--- src/rtl/cpu_consts.sv ---
// cpu_consts: shared RV64I constants (XLEN and B-type funct3 encodings)
package cpu_consts;
    localparam int XLEN = 64;
    localparam logic [2:0] BEQ  = 3'b000;
    localparam logic [2:0] BNE  = 3'b001;
    localparam logic [2:0] BLT  = 3'b100;
    localparam logic [2:0] BGE  = 3'b101;
    localparam logic [2:0] BLTU = 3'b110;
    localparam logic [2:0] BGEU = 3'b111;
endpackage

--- src/rtl/branch_comparator.sv ---
// branch_comparator: equality, signed and unsigned less-than of two XLEN operands
module branch_comparator
    import cpu_consts::*;
(
    input  logic [XLEN-1:0] opr_a_i,
    input  logic [XLEN-1:0] opr_b_i,
    output logic            eq_o,
    output logic            lt_s_o,
    output logic            lt_u_o
);
    assign eq_o   = opr_a_i == opr_b_i;
    assign lt_s_o = $signed(opr_a_i) < $signed(opr_b_i);
    assign lt_u_o = opr_a_i < opr_b_i;
endmodule

--- src/rtl/branch_control.sv ---
// branch_control: B-type funct3 decode into taken/illegal flags plus registered copies
module branch_control
    import cpu_consts::*;
(
    input  logic            clk,
    input  logic            resetn,
    input  logic [XLEN-1:0] opr_a_i,
    input  logic [XLEN-1:0] opr_b_i,
    input  logic            is_b_type_i,
    input  logic [2:0]      instr_funct3_i,
    output logic            branch_taken_o,
    output logic            branch_taken_q_o,
    output logic            illegal_funct3_o,
    output logic            illegal_funct3_q_o
);
    logic eq, lt_s, lt_u;
    logic taken_d, illegal_d, taken_q, illegal_q;

    branch_comparator u_cmp (
        .opr_a_i (opr_a_i),
        .opr_b_i (opr_b_i),
        .eq_o    (eq),
        .lt_s_o  (lt_s),
        .lt_u_o  (lt_u)
    );

    // funct3 decode; non-branches and reserved encodings are never taken
    always_comb begin
        taken_d   = 1'b0;
        illegal_d = 1'b0;
        if (is_b_type_i) begin
            case (instr_funct3_i)
                BEQ:     taken_d = eq;
                BNE:     taken_d = !eq;
                BLT:     taken_d = lt_s;
                BGE:     taken_d = !lt_s;
                BLTU:    taken_d = lt_u;
                BGEU:    taken_d = !lt_u;
                default: illegal_d = 1'b1;
            endcase
        end
    end

    // one-cycle registered copies, cleared immediately by reset
    always_ff @(posedge clk or negedge resetn) begin
        if (!resetn) begin
            taken_q   <= 1'b0;
            illegal_q <= 1'b0;
        end else begin
            taken_q   <= taken_d;
            illegal_q <= illegal_d;
        end
    end

    assign branch_taken_o     = taken_d;
    assign illegal_funct3_o   = illegal_d;
    assign branch_taken_q_o   = taken_q;
    assign illegal_funct3_q_o = illegal_q;
endmodule

--- config.mk ---
export PLATFORM = sky130hd
export DESIGN_NAME = branch_control
export DESIGN_NICKNAME = d
export VERILOG_FILES = /design/src/rtl/cpu_consts.sv /design/src/rtl/branch_comparator.sv /design/src/rtl/branch_control.sv
export SDC_FILE = /design/constraint.sdc
export NUM_CORES = 1
export LEC_CHECK = 0
export ABC_AREA = 0
export BUFFER_PORTS_ARGS = -buffer_cell sky130_fd_sc_hd__buf_2
export CAP_MARGIN = 5
export CORE_AREA = 2 2 55 83
export DETAILED_ROUTE_END_ITERATION = 10
export DIE_AREA = 0 0 57 85
export HOLD_SLACK_MARGIN = 0.12
export PLACE_DENSITY = 0.95
export REMOVE_ABC_BUFFERS = 1
export SKIP_CTS_REPAIR_TIMING = 1
export SYNTH_ARGS = -nofsm -noshare
export SYNTH_HDL_FRONTEND = slang
export SYNTH_HIERARCHICAL = 1
export SYNTH_SLANG_ARGS = --single-unit
--- constraint.sdc ---
create_clock -name clk -period 8.7 [get_ports clk]
set_input_delay 2.61 -clock clk [delete_from_list [all_inputs] [get_ports clk]]
set_output_delay 2.61 -clock clk [all_outputs]
set_load 0.02 [all_outputs]
== Yosys cells after proc, flatten, opt, wreduce, memory -nomap -nowiden ==
Cells that the tools add are included.
Widths: inputs -> output; s select.

* Bits in registers: 2
* Input port bits: 134
* Output and inout bits: 4
* Logic and storage cells: 19

* $lt $le $gt $ge: 2
* Equal/unequal tests: 6
* Muxes and demuxes: 4
* Reduce and logical (&&, ||, !) cells: 5

{| class="wikitable"
|+ Operators with widths
! cell !! number
|-
| $lt 64x64->1 || 2
|-
| $eq 64x64->1 || 1
|-
| $eq 3x3->1 const B || 4
|-
| $pmux 1 s6 || 1
|-
| $reduce_or 6->1 || 1
|-
| $eq 3x1->1 const B || 1
|-
| $logic_not 1->1 || 3
|-
| $logic_not 3->1 || 1
|-
| $mux 1 || 3
|}

== Logic depth before layout (Yosys ltp) ==
Gate-level depths: netlist (run 1).

* Depth after elaboration: 4
* Depth in mapped cells: 12
* Mapped depth without buffers: 12

== By module ==
The synthesis (run 1) kept the hierarchy.

{| class="wikitable"
|+ Modules (own cells, without submodules)
! module !! times used !! cells each !! area an instance (µm²) !! sequential area each (µm²)
|-
| branch_comparator || 1 || 232 || 1646.6 || 0.0
|-
| branch_control || 1 || 11 || 117.6 || 50.0
|}

== Worst setup path before layout (run 1) ==
OpenSTA, ideal clock, no wires.

* Path kind: in2out
* From: in opr_b_i[63]
* To: out branch_taken_o
* Arrival: 4915 ps
* Data required time: 6090 ps
* Slack: 1175 ps
* Stages: 11
* Buffers on the path: 0
* Path through: inv_1 ha_1 nand4_2 nor4_4 nand2_2 nor4_4 nand3_1 o211a_1 xnor2_1 mux2_4 o221ai_2

* Longest elaborated chain between the ends: 4
* Elaborated cells between the ends (all ways): 8
* Classes of those cells: order compare (2); eq/ne (1); mux (2); reduce/logical (3)

{| class="wikitable"
|+ Ends and longest elaborated chain
! what !! line !! RTL
|-
| from (decl) || branch_control.sv:8 || <nowiki>input logic [XLEN-1:0] opr_b_i,</nowiki>
|-
| $lt 64x64->1 (*) || branch_comparator.sv:13 || <nowiki>assign lt_u_o = opr_a_i < opr_b_i;</nowiki>
|-
| via lt_u || branch_control.sv:16 || <nowiki>logic eq, lt_s, lt_u;</nowiki>
|-
| $logic_not 1->1 || branch_control.sv:38 || <nowiki>BGEU: taken_d = !lt_u;</nowiki>
|-
| $pmux 1 s6 (*) || branch_control.sv:32 || <nowiki>case (instr_funct3_i)</nowiki>
|-
| $mux 1 (*) || branch_control.sv:31 || <nowiki>if (is_b_type_i) begin</nowiki>
|-
| to (decl) || branch_control.sv:11 || <nowiki>output logic branch_taken_o,</nowiki>
|}

The timed path passes the listed nets; every way through them passes the cells marked *.

== Worst setup path in the final report (run 1) ==
Same ends and word-level chain as after synthesis.

==> qor.txt, run 1 <==
outcome: finished, final reports clean
Max Root-Sink Buffers: 2
XOR/XNOR Fraction of Synth Area: 0.00993
Pwr per Cell Area: 60.7 nW/um^2
GR Util All Layers: 0.209
post-route ant nets: 0
Worst Hold Class: in -> async
dpl ws: 794 ps
largest family of logic cells by synthesized area: adder cells
Max H-tree Level: 1
TritonCTS clock tree: yes
Root Driver: clkbuf_8
actual slew at the worst max-slew pin: 396 ps
total power after layout: 0.000155 W
diode count: 0
Overflow after GRT: 0
crit path kind: in -> out
area growth from synthesis to layout: 44.5%
Syn Area/Cell: 7.26 um^2
final hold viol count: 0
Ports: 138
post-synthesis mux area share: 0.00851
first-pass GRT wire length: 8420 um
DRC: 0
initial antenna violation count: 0
min Tclk post-route: 7890 ps
DP HPWL: 4730 um
Max Slew Vio Count: 0
Yosys warning total: 6
RePlAce Congestion: 0.834
Setup TNS: 0 ps
Chip Height: 85 um
largest net degree at the start of global routing: 6
Post-Syn Instances: 243
cell accounting for the most synthesized area: ha_1
I/O Buffers: 137
Seq/Total Area, Yosys: 0.0284
Compound-Gate Fraction of Synth Area: 0.171
Worst Setup SP: opr_b_i[63]
drt first pass iters: 4
worst setup margin: 813 ps
vias in the first global route: 2,197
Max Cap Viol: 0
layout cells sized above 1: 0.389
Max VDD drop: 76.4 uV
Highest Clock Rate: 127 MHz
Final setup viols: 0
post-synthesis cell type count: 29
Yosys reg bits: 2
Synth top area share: 0.454
Routed wire per std cell: 11.7 um
Die Area: 4850 um^2
post-route core utilization: 0.616
Initial Util: 0.426
crit path launch type: input pin
vias: 2,174
Die Width: 57 um
Final nets: 583
Worst EP arrival: 5280 ps
unrepaired setup endpoints after global routing: no
clock-pin slew on the worst setup and hold paths: 30 ps
Adder-Cell Fraction of Synth Area: 0.454
CP max FO: 5
Sink Count: 2
Slew HR: 0.734
Synth Cell Area: 1760 um^2
Synth area leaders: ha_1 45%, inv_1 14%, a21oi_1 7.7%
crit share post-route: 0.907
vias per cell: 5.07
final wirelength: 5020 um
row count: 29
total CTS buffers: 3
Leakage Power: 1.65 nW
Fillers: 381
total core area: 4140 um^2
First DRT Iteration DRCs: 47
Required @ worst endpoint: 6090 ps
Synth Area in Simple Gates: 0.192
Crit. End Element: primary output
-- cells in the final DEF, fill, tap and decap left out, types with 3 or more instances in the layout --
cell type and instances:
a211oi_1 4, a21oi_1 27, buf_2 137, clkbuf_8 3, ha_1 64, inv_1 64, nand2_1 20, nand3_1 7
nand4_1 8, nand4_2 3, nor2_1 9, nor3_1 5, o21ai_0 10
-- final cells by class --
cell class                 count  area (um^2)  share of cell area
tap                           46         57.6              0.0226
timing repair buffer         137          686               0.269
clock buffer                   3         41.3              0.0162
inverter                      64          240              0.0943
sequential                     2         50.0              0.0196
multi-input combinational    177         1470               0.578
-- power by group --
group / internal [W] / leakage (nW) / switching (W)
Clock: 0.0000293 / 0.0216 / 0.00000783
Combinational: 0.0000545 / 1.61 / 0.0000527
Sequential: 0.0000100 / 0.0267 / 0.000000199
Total: 0.0000938 / 1.65 / 0.0000608
-- through the flow --
step | area, um^2 | cells | hold slack (ps)
after floorplan | 1760 | 243 | 2310
after global placement | 2510 | 426 | 2390
after detailed placement | 2510 | 426 | 2400
after CTS | 2550 | 429 | 2180
after global routing | 2550 | 429 | 2180
final | 2550 | 429 | 2180
-- kinds of logic (layout without fill, tap and decap cells) --
kind of cell / count (synthesis) / count (layout)
simple gates: 59 / 59
flops: 2 / 2
buf+inv: 64 / 204
mux: 1 / 1
xor+xnor: 2 / 2
fa+ha+maj: 64 / 64
compound gates: 51 / 51
-- worst max-delay path, stage by stage --
cell and delay, ps:
buf_2 70, inv_1 30, ha_1 340, nand4_2 210, nor4_4 370, nand2_2 100
nor4_4 300, nand3_1 140, o211a_1 280, xnor2_1 140, mux2_4 270, o221ai_2 210
buf_2 200
-- layer usage --
| layer | vias to the layer above | wire (um) | share of wire | GRT usage |
|---|---|---|---|---|
| li1 | 1122 | - | - | - |
| met1 | 942 | 1700 | 0.34 | 0.196 |
| met2 | 98 | 2910 | 0.58 | 0.450 |
| met3 | 12 | 325 | 0.065 | 0.0152 |
| met4 | 0 | 82 | 0.016 | 0.0613 |
| met5 | - | 0 | 0 | 0 |
-- synth_stat cells --
master,number
or4_1,1
nor3_1,5
xnor2_1,2
ha_1,64
a211oi_1,4
nand4_1,8
o221ai_2,1
nand4_2,3
nor2_1,9
a21o_1,2
nand2_1,20
a31oi_1,1
o211ai_1,1
nor2b_1,1
mux2_4,1
dfrtp_1,2
a21oi_1,27
nand3b_1,1
o22ai_1,1
o211a_1,1
nor4_2,1
a221oi_1,1
a22oi_1,1
nand2_2,1
nand3_1,7
nor4_4,2
o21ai_0,10
a221o_1,1
inv_1,64
-- how the worst max path moves through the flow --
stage          cells past startpoint              to
3_5_place_dp                      13  branch_taken_o
3_3_place_gp                      13  branch_taken_o
5_1_grt                           13  branch_taken_o
6_report                          13  branch_taken_o
2_1_floorplan                     11  branch_taken_o
4_1_cts                           13  branch_taken_o
-- state kept, by name, summed over array words and instances, names as in the netlist --
name                count
branch_taken_q_o        1
illegal_funct3_q_o      1
Note: power is estimated with default switching activity, not from simulation.
==> inputs of run 2 (changes only) <==
--- a/config.mk
+++ b/config.mk
@@ -17,5 +17,4 @@
 export SKIP_CTS_REPAIR_TIMING = 1
 export SYNTH_ARGS = -nofsm -noshare
 export SYNTH_HDL_FRONTEND = slang
-export SYNTH_HIERARCHICAL = 1
 export SYNTH_SLANG_ARGS = --single-unit
==> run 2 against run 1 <==
Net effect:
- sequential share of layout area about the same
- die area unchanged
- global-route usage up 1.2 points
- flip-flop and latch count unchanged
- critical path depth down 2
- worst setup slack better by 660 ps
- maximum frequency up 9.2%
- critical path type unchanged
- critical endpoint unchanged
- largest cell class unchanged
==> qor.txt, run 2 <==
outcome: finished, final reports clean
total core area: 4140 um^2 (unchanged)
combinational share of power: 0.688 (-0.006)
Max Slew Vio Count: 0 (unchanged)
Die Width: 57 um (unchanged)
min Tclk post-route: 7220 ps (-663 ps)
top_reg_cell synth: dfrtp_1
most common cell after layout, fill and taps aside: buf_2
CP max FO: 4 (-1)
Max Root-Sink Buffers: 2 (unchanged)
first-pass GRT wire length: 8890 um (+5.5%)
row count: 29 (unchanged)
Int Power: 0.0000929 W (-1.0%)
total power after layout: 0.000153 W (-1.3%)
Clk pwr share: 0.245 (+0.005)
vias per cell: 5.07 (about the same)
final hold viol count: 0 (unchanged)
Yosys warning total: 0 (-6)
DP HPWL: 4860 um (+2.9%)
diode count: 0 (unchanged)
vias: 2,186 (+0.55%)
GR Util All Layers: 0.221 (+0.0121)
Overflow after GRT: 0 (unchanged)
post-layout instance area: 2600 um^2 (+2.0%)
Leakage Power: 1.72 nW (+4.1%)
dpl ws: 1450 ps (+657 ps)
crit share post-route: 0.830 (-0.0762)
RePlAce Congestion: 0.867 (+3.9%)
Initial Util: 0.439 (+0.0124)
Synth area leaders: ha_1 44%, inv_1 13%, a21oi_1 6.9%
area growth from synthesis to layout: 43.2%
Pwr per Cell Area: 58.7 nW/um^2 (-3.2%)
initial antenna violation count: 0 (unchanged)
Max Cap Viol: 0 (unchanged)
Final setup viols: 0 (unchanged)
Die Area: 4850 um^2 (unchanged)
met2 usage: 0.456 (+0.00522)
Root Driver: clkbuf_8
I/O Buffers: 137 (unchanged)
most frequent cell after synthesis: inv_1
Max H-tree Level: 1 (unchanged)
Synth Cell Area: 1820 um^2 (+2.9%)
Final nets: 585 (+0.34%)
DRC: 0 (unchanged)
async set-reset flop share out of synthesis: 1.00 (unchanged)
drt first pass iters: 4 (unchanged)
Syn Area/Cell: 7.41 um^2 (+2.1%)
Top Usage Layer GRT: met2
Worst Hold Class: in -> async
Post-Syn Instances: 245 (+0.82%)
Slew HR: 0.777 (+0.0431)
worst setup margin: 1480 ps (+663 ps)
Required @ worst endpoint: 6090 ps (about the same)
Highest Clock Rate: 138 MHz (+9.2%)
crit path launch type: input pin
post-synthesis cell type count: 31 (+6.9%)
Setup TNS: 0 ps (unchanged)
Seq/Total Area, Yosys: 0.0276 (-0.000802)
Yosys reg bits: 2 (unchanged)
unrepaired setup endpoints after global routing: no
Reg area: 50.0 um^2 (unchanged)
clock-pin slew on the worst setup and hold paths: 30 ps (about the same)
met3 GRT Util: 0.0366 (+0.0213)
Crit. End Element: primary output
Cell Area, Placed: 2560 um^2 (+2.0%)
Synth top area share: 0.441 (-0.0128)
Ports: 138 (unchanged)
Max VDD drop: 120 uV (+57%)
M1 GR Usage: 0.204 (+0.00772)
Chip Height: 85 um (unchanged)
layout cells sized above 1: 0.392 (+0.00317)
Sequential Power Share: 0.066 (about the same)
Post-synth EDFFs: 0 (unchanged)
Routed wire per std cell: 11.9 um (+1.8%)
Sink Count: 2 (unchanged)
switching share of power: 0.391 (-0.00169)
area of the multi-input gates: 1520 um^2 (+3.2%)
Fillers: 367 (-3.7%)
largest net degree at the start of global routing: 5 (-1)
total CTS buffers: 3 (unchanged)
actual slew at the worst max-slew pin: 332 ps (-64.1 ps)
most frequent cells in the layout: 137 x buf_2, 65 x inv_1, 64 x ha_1
vias in the first global route: 2,338 (+6.4%)
final wirelength: 5130 um (+2.2%)
crit path kind: in -> out
cell accounting for the most synthesized area: ha_1
First DRT Iteration DRCs: 36 (-23%)
post-route ant nets: 0 (unchanged)
TritonCTS clock tree: yes
commonest cells in the netlist: 65 x inv_1, 64 x ha_1, 25 x a21oi_1
switching power: 0.0000597 W (-1.7%)
Worst EP arrival: 4610 ps (-670 ps)
hold slack: 2170 ps (-8.16 ps)
run 2: cell types whose count changed after synthesis, moves of 3 or more:
| cell | previous run | this run |
|---|---|---|
| nand3_1 | 7 | 10 |
| a211oi_1 | 4 | 1 |
| nand4_1 | 8 | 11 |
| nand2_1 | 20 | 16 |
| nor3_1 | 5 | 2 |
run 2: per-layer routing:
layer	wire, um	share of wire
met5	0	0
met4	166	0.032
met3	447	0.087
met2	2800	0.55
met1	1720	0.33
run 2: power groups by stage:
stage	Clock (W)	Sequential (W)	Combinational [W]
after detailed placement	0	0.0000102	0.000105
after global routing	0.0000388	0.0000101	0.000122
after CTS	0.0000376	0.0000101	0.000106
after floorplan	0	0.0000111	0.0000573
after global placement	0	0.0000102	0.0000998
final	0.0000375	0.0000101	0.000105
run 2: critical path: stages:
cell and delay (ps):
buf_2 80, inv_1 30, ha_1 320, nand4_2 160
nor4_4 410, nand4_2 190, nand4b_4 220, xnor2_2 140
nand4bb_1 150, o211ai_2 110, buf_2 200
run 2: final timing paths:
check | end | from | depth (start not counted)
setup / recovery | branch_taken_o | opr_b_i[63] | 11
hold / removal | branch_taken_q_o | resetn | 1
max in group asynchronous | illegal_funct3_q_o | resetn | 1
min in group clk | illegal_funct3_q_o | instr_funct3_i[1] | 2
run 2: layout make-up:
type                            count  share of cell area
Sequential cell                     2              0.0192
Inverter                           65              0.0938
Tap cell                           46              0.0221
Timing Repair Buffer              137               0.264
Clock buffer                        3              0.0159
Multi-Input combinational cell    178               0.585
run 2: logic make-up after synthesis:
group,after synthesis,synth area share
xor+xnor,2,0.0138
compound gates,50,0.167
flops,2,0.0276
fa+ha+maj,64,0.441
buf+inv,65,0.134
simple gates,62,0.216
run 2: per-stage QoR:
| stage | utilization | cells |
|---|---|---|
| CTS | 0.629 | 431 |
| finish | 0.629 | 431 |
| detailed placement | 0.619 | 428 |
| global placement | 0.619 | 428 |
| global route | 0.629 | 431 |
| floorplan | - | 245 |
==> inputs of run 3 (changes only) <==
--- a/config.mk
+++ b/config.mk
@@ -5,14 +5,14 @@
 export SDC_FILE = /design/constraint.sdc
 export NUM_CORES = 1
 export LEC_CHECK = 0
-export ABC_AREA = 0
+export ABC_AREA = 1
 export BUFFER_PORTS_ARGS = -buffer_cell sky130_fd_sc_hd__buf_2
 export CAP_MARGIN = 5
-export CORE_AREA = 2 2 55 83
+export CORE_AREA = 2 2 61 91
 export DETAILED_ROUTE_END_ITERATION = 10
-export DIE_AREA = 0 0 57 85
+export DIE_AREA = 0 0 63 93
 export HOLD_SLACK_MARGIN = 0.12
-export PLACE_DENSITY = 0.95
+export PLACE_DENSITY = 0.88
 export REMOVE_ABC_BUFFERS = 1
 export SKIP_CTS_REPAIR_TIMING = 1
 export SYNTH_ARGS = -nofsm -noshare
==> constraint.sdc (replaced) <==
create_clock -name clk -period 6.1 [get_ports clk]
set_input_delay 1.83 -clock clk [delete_from_list [all_inputs] [get_ports clk]]
set_output_delay 1.83 -clock clk [all_outputs]
set_load 0.02 [all_outputs]
==> run 3 against run 2 <==
Net effect:
- power increased by 42%
- non-clock buffer count did not move
- sequential power rose by 43%
- first-iteration DRC count up 11%
- highest routed layer unchanged
==> qor.txt, run 3 <==
worst setup margin: 542 ps (-933 ps)
unrepaired setup endpoints after global routing: no
Max Root-Sink Buffers: 2 (unchanged)
Final setup viols: 0 (unchanged)
Yosys reg bits: 2 (unchanged)
Final nets: 645 (+10%)
Ports: 138 (unchanged)
outcome: finished, final reports clean
most common cell after layout, fill and taps aside: buf_2
Chip Height: 93 um (+9.4%)
First DRT Iteration DRCs: 40 (+11%)
async set-reset flop share out of synthesis: 1.00 (unchanged)
most frequent cells in the layout: 137 x buf_2, 82 x inv_1, 70 x nand2_1
top_reg_cell synth: dfrtp_1
Slowest cell on crit path: ha_1
Overflow after GRT: 0 (unchanged)
post-route core utilization: 0.526 (-0.103)
Worst EP arrival: 3730 ps (-880 ps)
Required @ worst endpoint: 4270 ps (-1820 ps)
TritonCTS clock tree: yes
actual slew at the worst max-slew pin: 366 ps (+33.6 ps)
vias: 2,318 (+6.0%)
Crit. End Element: primary output
Die Area: 5860 um^2 (+21%)
crit-path cells: buf_2 -> ha_1 -> a21oi_1 -> o21ai_0 -> nor2_1 -> nand2_1 -> a21oi_1 -> nand2_2 -> nand2_1 -> nand3_1 -> nand2_1 -> nor2_1 -> nor2_1 -> buf_2
post-synthesis cell type count: 16 (-48%)
stages on the worst setup path: 14 (+3)
vias per cell: 4.52 (-11%)
cell accounting for the most synthesized area: ha_1
DP HPWL: 4330 um (-11%)
final hold viol count: 0 (unchanged)
final wirelength: 4570 um (-11%)
Post-Syn Instances: 305 (+24%)
Reg area: 50.0 um^2 (unchanged)
crit path launch type: input pin
Root Driver: clkbuf_8
Max Cap Viol: 0 (unchanged)
min Tclk post-route: 5560 ps
RePlAce Congestion: 0.751 (-13%)
most frequent cell after synthesis: inv_1
Max H-tree Level: 1 (unchanged)
Synth area leaders: ha_1 43%, inv_1 17%, nand2_1 14%
Post-synth EDFFs: 0 (unchanged)
Max VDD drop: 38.9 uV (-68%)
drt first pass iters: 4 (unchanged)
Fillers: 497 (+35%)
delay-heaviest family, CP: simple AND/OR/NAND/NOR gates
CP max stage delay: 360 ps (-50 ps)
area growth from synthesis to layout: 43.6%
Setup TNS: 0 ps (unchanged)
Synth Cell Area: 1860 um^2 (+2.5%)
dpl ws: 541 ps (-910 ps)
GR Util All Layers: 0.153 (-0.0685)
Seq/Total Area, Yosys: 0.0269 (-0.000667)
total power after layout: 0.000217 W (+42%)
post-route ant nets: 0 (unchanged)
Synth top area share: 0.430 (-0.0107)
I/O Buffers: 137 (unchanged)
M1 GR Usage: 0.142 (-0.0622)
Syn Area/Cell: 6.10 um^2 (-18%)
met3 GRT Util: 0.0253 (-0.0113)
crit path kind: in -> out
CP max FO: 6 (+2)
Top Usage Layer GRT: met2
Max Slew Vio Count: 0 (unchanged)
row count: 32 (+10%)
Leakage Power: 1.84 nW (+6.7%)
worst path bufs/invs: 2 (-1)
area of the multi-input gates: 1500 um^2 (-1.2%)
initial antenna violation count: 0 (unchanged)
total core area: 5080 um^2 (+23%)
diode count: 0 (unchanged)
first-pass GRT wire length: 7510 um (-16%)
Routed wire per std cell: 8.91 um (-25%)
vias in the first global route: 2,124 (-9.2%)
commonest cells in the netlist: 82 x inv_1, 70 x nand2_1, 64 x ha_1
met2 usage: 0.319 (-0.136)
layout cells sized above 1: 0.321 (-0.0709)
Die Width: 63 um (+11%)
total CTS buffers: 3 (unchanged)
Sink Count: 2 (unchanged)
Initial Util: 0.366 (-0.0730)
largest net degree at the start of global routing: 7 (+2)
Slew HR: 0.756 (-0.0207)
Yosys warning total: 0 (unchanged)
Pwr per Cell Area: 81.2 nW/um^2 (+38%)
Worst Hold Class: in -> async
crit share post-route: 0.911
Highest Clock Rate: 180 MHz
clock-pin slew on the worst setup and hold paths: 30 ps (about the same)
DRC: 0 (unchanged)
## run 3: cells by family after synthesis
| family | synth area share |
|---|---|
| AO/OA/AOI/OAI | 0.129 |
| buffers and inverters | 0.165 |
| adder cells (fa/ha/maj) | 0.430 |
| AND/OR/NAND/NOR | 0.248 |
| flip-flops | 0.0269 |
## run 3: worst max path at each step
stage,from,to,slack (ps)
2_1_floorplan,opr_b_i[63],branch_taken_o,880
3_3_place_gp,opr_a_i[41],branch_taken_o,640
6_report,opr_a_i[63],branch_taken_o,540
5_1_grt,opr_a_i[41],branch_taken_o,300
3_5_place_dp,opr_a_i[63],branch_taken_o,540
4_1_cts,opr_a_i[63],branch_taken_o,540
## run 3: final cells by class
cell class | count | area share
clock buffers | 3 | 0.0154
well taps | 68 | 0.0318
repair buffers | 137 | 0.257
multi-input cells | 221 | 0.562
inverters | 82 | 0.115
flip-flops and latches | 2 | 0.0187
## run 3: metrics by stage
stage	instance area (um^2)	std cells	hold slack, ps
CTS	2670	513	1390
global route	2670	513	1390
global placement	2630	510	1620
finish	2670	513	1390
floorplan	1860	305	1530
detailed placement	2630	510	1620
## run 3: power breakdown
group,switching [W],internal (W),total (W)
logic,0.0000723,0.0000751,0.000147
clock network,0.0000131,0.0000420,0.0000551
registers,0.000000240,0.0000142,0.0000144
## run 3: routing by layer
layer,vias up,wire [um],part of all wire
met4,0,84,0.018
met3,9,342,0.075
met5,-,0,0
met2,95,2470,0.54
li1,1248,-,-
met1,966,1680,0.37
